[src/rtl/fifo_rd_stream_adapter_pkg.sv]
// Shared definitions for the async-FIFO read-side stream adapter.
// Holds the default word width and the width helper used by the FIFO blocks.
package fifo_rd_stream_adapter_pkg;

  localparam int unsigned DEFAULT_DATA_WIDTH = 8;
  localparam int unsigned SKID_DEPTH         = 2;

  // Ceiling log2 that stays usable inside constant expressions.
  function automatic int unsigned fifo_clog2(input int unsigned value);
    int unsigned res;
    res = 0;
    for (int unsigned i = 0; i < 32; i++) begin
      if ((64'd1 << i) < 64'(value)) res = i + 1;
    end
    return res;
  endfunction

endpackage

[src/rtl/fifo_rd_skid_buf.sv]
// Two-entry oldest-first buffer between the FIFO read port and the stream.
// Head entry drives the stream; a same-cycle push and pop keeps occupancy.
module fifo_rd_skid_buf
  import fifo_rd_stream_adapter_pkg::*;
#(
  parameter int unsigned DATA_WIDTH = DEFAULT_DATA_WIDTH
) (
  input  logic                  rclk,
  input  logic                  rrst,
  input  logic                  i_push,
  input  logic [DATA_WIDTH-1:0] i_din,
  input  logic                  i_pop,
  input  logic                  i_flush,
  output logic [1:0]            o_occ,
  output logic [DATA_WIDTH-1:0] o_head
);

  logic [1:0]            r_occ;
  logic [DATA_WIDTH-1:0] r_d0;
  logic [DATA_WIDTH-1:0] r_d1;
  logic                  w_pop;
  logic                  w_push;

  assign w_pop  = i_pop & (r_occ != 2'd0);
  assign w_push = i_push & (w_pop | (r_occ != 2'(SKID_DEPTH)));

  // Entry 0 is always the oldest word; entry 1 only matters when occ is 2.
  always_ff @(posedge rclk or posedge rrst) begin
    if (rrst) begin
      r_occ <= 2'd0;
      r_d0  <= '0;
      r_d1  <= '0;
    end else if (i_flush) begin
      r_occ <= 2'd0;
    end else begin
      case ({w_push, w_pop})
        2'b10: begin
          if (r_occ == 2'd0) r_d0 <= i_din;
          else               r_d1 <= i_din;
          r_occ <= r_occ + 2'd1;
        end
        2'b01: begin
          r_d0  <= r_d1;
          r_occ <= r_occ - 2'd1;
        end
        2'b11: begin
          if (r_occ == 2'd1) begin
            r_d0 <= i_din;
          end else begin
            r_d0 <= r_d1;
            r_d1 <= i_din;
          end
        end
        default: ;
      endcase
    end
  end

  assign o_occ  = r_occ;
  assign o_head = r_d0;

endmodule

[src/rtl/fifo_rd_stream_adapter.sv]
// Read-domain adapter: turns the FIFO registered-read port into a valid/ready
// stream at one beat per cycle, tagging every BURST_LEN-th beat with m_last.
module fifo_rd_stream_adapter
  import fifo_rd_stream_adapter_pkg::*;
#(
  parameter int unsigned DATA_WIDTH = DEFAULT_DATA_WIDTH,
  parameter int unsigned BURST_LEN  = 4
) (
  input  logic                  rclk,
  input  logic                  rrst,
  input  logic                  empty,
  output logic                  r_en,
  input  logic [DATA_WIDTH-1:0] r_data,
  input  logic                  flush,
  output logic                  m_valid,
  input  logic                  m_ready,
  output logic [DATA_WIDTH-1:0] m_data,
  output logic                  m_last
);

  localparam int unsigned CNT_W = fifo_clog2(BURST_LEN) + 1;

  logic [1:0]       w_occ;
  logic [2:0]       w_need;
  logic             w_pop;
  logic             w_ren;
  logic             w_push;
  logic             r_inflight;
  logic [CNT_W-1:0] r_beat_cnt;

  assign m_valid = (w_occ != 2'd0);
  assign w_pop   = m_valid & m_ready;

  // Issue a pop only if the word is guaranteed a slot when it lands.
  always_comb begin
    w_need = 3'({1'b0, w_occ}) + 3'(r_inflight) - 3'(w_pop);
    w_ren  = ~rrst & ~empty & ~flush & (w_need < 3'(SKID_DEPTH));
  end

  assign r_en = w_ren;

  always_ff @(posedge rclk or posedge rrst) begin
    if (rrst) r_inflight <= 1'b0;
    else      r_inflight <= w_ren;
  end

  // A word landing on a flush edge is dropped.
  assign w_push = r_inflight & ~flush;

  fifo_rd_skid_buf #(
    .DATA_WIDTH (DATA_WIDTH)
  ) u_skid (
    .rclk    (rclk),
    .rrst    (rrst),
    .i_push  (w_push),
    .i_din   (r_data),
    .i_pop   (w_pop),
    .i_flush (flush),
    .o_occ   (w_occ),
    .o_head  (m_data)
  );

  always_ff @(posedge rclk or posedge rrst) begin
    if (rrst) begin
      r_beat_cnt <= '0;
    end else if (flush) begin
      r_beat_cnt <= '0;
    end else if (w_pop) begin
      if (r_beat_cnt == CNT_W'(BURST_LEN - 1)) r_beat_cnt <= '0;
      else                                     r_beat_cnt <= r_beat_cnt + CNT_W'(1);
    end
  end

  assign m_last = m_valid & (r_beat_cnt == CNT_W'(BURST_LEN - 1));

endmodule

[config.mk]
export PLATFORM = sky130hd
export DESIGN_NAME = fifo_rd_stream_adapter
export DESIGN_NICKNAME = d
export VERILOG_FILES = /design/src/rtl/fifo_rd_stream_adapter_pkg.sv /design/src/rtl/fifo_rd_skid_buf.sv /design/src/rtl/fifo_rd_stream_adapter.sv
export SDC_FILE = /design/constraint.sdc
export NUM_CORES = 1
export LEC_CHECK = 0
export CELL_PAD_IN_SITES_DETAIL_PLACEMENT = 0
export CELL_PAD_IN_SITES_GLOBAL_PLACEMENT = 1
export CORE_MARGIN = 2
export CORE_UTILIZATION = 39
export DETAILED_ROUTE_END_ITERATION = 10
export PLACE_DENSITY = 0.81
export SYNTH_ARGS = -nofsm -noshare
export SYNTH_HDL_FRONTEND = slang
export SYNTH_SLANG_ARGS = --single-unit
[constraint.sdc]
create_clock -name rclk -period 4.7 [get_ports rclk]
set_input_delay 1.41 -clock rclk [delete_from_list [all_inputs] [get_ports rclk]]
set_output_delay 1.41 -clock rclk [all_outputs]
set_load 0.005 [all_outputs]
==> results.yml <==
run_status:
  status: "completed"
sta:
  holdWs_ns: 0.521
  finalSetupViolCount: 0
  skew_ns: 0.00398
  worst_slew_pin_slew_ns: 0.405
  slew_viol_final: 0
  hold_viol: 0
  min_period_ns: 4.60
  slew_headroom_pct: 72.9
  period_share_pct: 97.8
  rsz0062_at_grt: "no"
  fmax_mhz: 218
die:
  die_h_um: 58.1
  io_pins: 24
  die_area_mm2: 0.00337
  start_util_pct: 41.3
  rows: 19
  core_mm2: 0.00276
  die_x_um: 58.1
critical_path:
  r2r_slack_ns: 2.49
  end_kind: "output port"
  r2r_end: "r_inflight"
  crit_fanout: 3
  crit_type: "in -> out"
  rr_worst_depth: 8
  cp.arrival_ns: 3.19
  required_ns: 3.29
  r2r-start: "u_skid.o_occ[1]"
  startpoint_type: "input pin"
flow_run:
  max-cap-violations: 0
synth:
  seq_area_frac_synth_pct: 48.3
  syn_inst: 100
  synth_cell_type_count: 25
  postSynthNetCount: 119
  ys_seq_elements: 22
  synth_most_common_cell: "dfrtp_1"
  synth_top_cells_by_count: "dfrtp_1 (22), nor2_1 (15), a21oi_1 (12)"
  synth_edf_count: 0
  async_reset_ff_share_pct: 100
  ys.flop_type: "dfrtp_1"
  syn_area_mm2: 0.00114
  syn_area_per_cell_um2: 11.4
  synth_area_leader_cell: "dfrtp_1"
  ys_top_cells_by_area: "dfrtp_1 (48%), mux2i_1 (7.9%), mux2_2 (7.9%)"
  synthDominantCellAreaShare_pct: 48.3
  ys_warn_count: 0
hold_path:
  min_path_type: "reg -> reg"
  holdPathEnd: "u_skid.r_d1[2]"
  min_path_cells: 1
  hp-start: "u_skid.r_d1[2]"
finish:
  syn2layout_area_growth_pct: 28.4
  fin_util_pct: 53.1
  fillers: 264
  num_antenna_cells: 0
  nets: 148
  drive_gt1_share_pct: 17.2
routing:
  vias: 804
  ant_nets: 0
  met3_wirelength_um: 115
  vias_per_cell: 5.06
  met1_length_um: 899
  first_iter_violations: 8
  drc: 0
  top_layer: "met4"
  wl_um: 2090
  dr.pass1.iters: 3
  wl_per_cell_um: 13.1
  dr_wl_met2_um: 1060
clock_tree:
  cts_tree: "built"
  clockBufferDepth: 2
  cts_made_buffers: 3
  htree_num_levels: 1
  cts_root_buffer: "clkbuf_4"
  cts_sinks: 22
  clk_pin_slew_ns: 0.11
  clk_latency_ns: 0.29
placed_design:
  io_buffers: 23
  gp_congestion: 0.792
  dp.final_hpwl_um: 1610
pwr:
  peakVddDrop_mv: 0.386
  power_density_mw_per_mm2: 568
  p_leak_nw: 0.700
global_route:
  grt_antenna_before_repair: 0
  gr-total-overflow: 0
  grt_pass1_vias: 810
  grt_usage_pct: 14.0
  grt_start_max_net_pins: 23
  grt_first_pass_wirelength_um: 3580
[power by group]
group	internal (mW)	total [mW]	switching (mW)	leakage, nW
Clock	0.0861	0.139	0.0532	0.0279
Combinational	0.214	0.385	0.171	0.394
Sequential	0.260	0.308	0.0474	0.278
Total	0.561	0.832	0.272	0.700
[final cells by class]
cell class / instances / area, um^2 / share of cell area [%]
multi-input cells: 69 / 538 / 36.8
well taps: 31 / 38.8 / 2.65
repair buffers: 28 / 265 / 18.1
clock inverters: 1 / 30.0 / 2.05
flip-flops and latches: 22 / 551 / 37.6
clock buffers: 3 / 22.5 / 1.54
inverters: 5 / 18.8 / 1.28
[per-layer routing]
layer  up-vias  GRT usage [%]
met5         -              0
li1        397              -
met3         2           4.24
met1       389           16.6
met4         0           4.65
met2        16           24.2
[critical path, stage by stage]
cell and delay (ns):
dlygate4sd2_1 0.26, nand2b_1 0.11, inv_2 0.05, ha_1 0.25, nand2b_1 0.16, fa_2 0.53
and4_1 0.19, dlygate4sd2_1 0.23
[repair_timing]
item,CTS,global route
hold buffers,0,0
setup endpoints to repair,1,0
buffers inserted,1,0
resized for setup,3,0
[layout by cell type (no fill, tap or decap), types with 3 or more instances in the layout]
cell type / n
nor2_1: 15
buf_4: 5
mux2_2: 8
ha_1: 5
inv_1: 4
dfrtp_1: 22
mux2i_1: 9
a21oi_1: 12
clkbuf_4: 3
nand2b_1: 3
clkdlybuf4s50_1: 21
[worst max path at each step]
stage | from | to | slack (ns) | depth (start not counted)
2_1_floorplan | m_ready | r_en | 0.52 | 8
3_3_place_gp | m_ready | r_en | -0.37 | 9
3_5_place_dp | m_ready | r_en | -0.38 | 9
4_1_cts | m_ready | r_en | 0.1 | 8
5_1_grt | m_ready | r_en | 0.02 | 8
6_report | m_ready | r_en | 0.10 | 8
[logic make-up (layout without fill, tap and decap cells)]
| kind of cell | after synthesis | after routing | synth area share, % |
|---|---|---|---|
| AOI/OAI and AO/OA | 16 | 16 | 8.67 |
| xor gates and xnor gates | 2 | 2 | 1.54 |
| adders and majority gates | 6 | 6 | 7.24 |
| buffers and inverters | 9 | 37 | 4.72 |
| DFF | 22 | 22 | 48.3 |
| muxes | 17 | 17 | 15.8 |
| and+or+nand+nor | 28 | 28 | 13.7 |
[flip-flops by register name, summed over array words and instances (netlist names)]
register / flops
r_beat_cnt: 3
r_inflight: 1
u_skid.o_head: 8
u_skid.o_occ: 2
u_skid.r_d1: 8
[stage by stage]
| step | setup WS [ns] | cells | cell area (um^2) | total power, mW | TNS [ns] |
|---|---|---|---|---|---|
| floorplan | 0.521 | 100 | 1140 | 0.550 | 0 |
| global placement | -0.368 | 154 | 1400 | 0.680 | -0.368 |
| detailed placement | -0.380 | 154 | 1400 | 0.695 | -0.380 |
| global route | 0.0172 | 159 | 1460 | 0.902 | 0 |
| finish | 0.105 | 159 | 1460 | 0.832 | 0 |
| CTS | 0.0979 | 159 | 1460 | 0.843 | 0 |
Power figures use the tool's default switching activity.
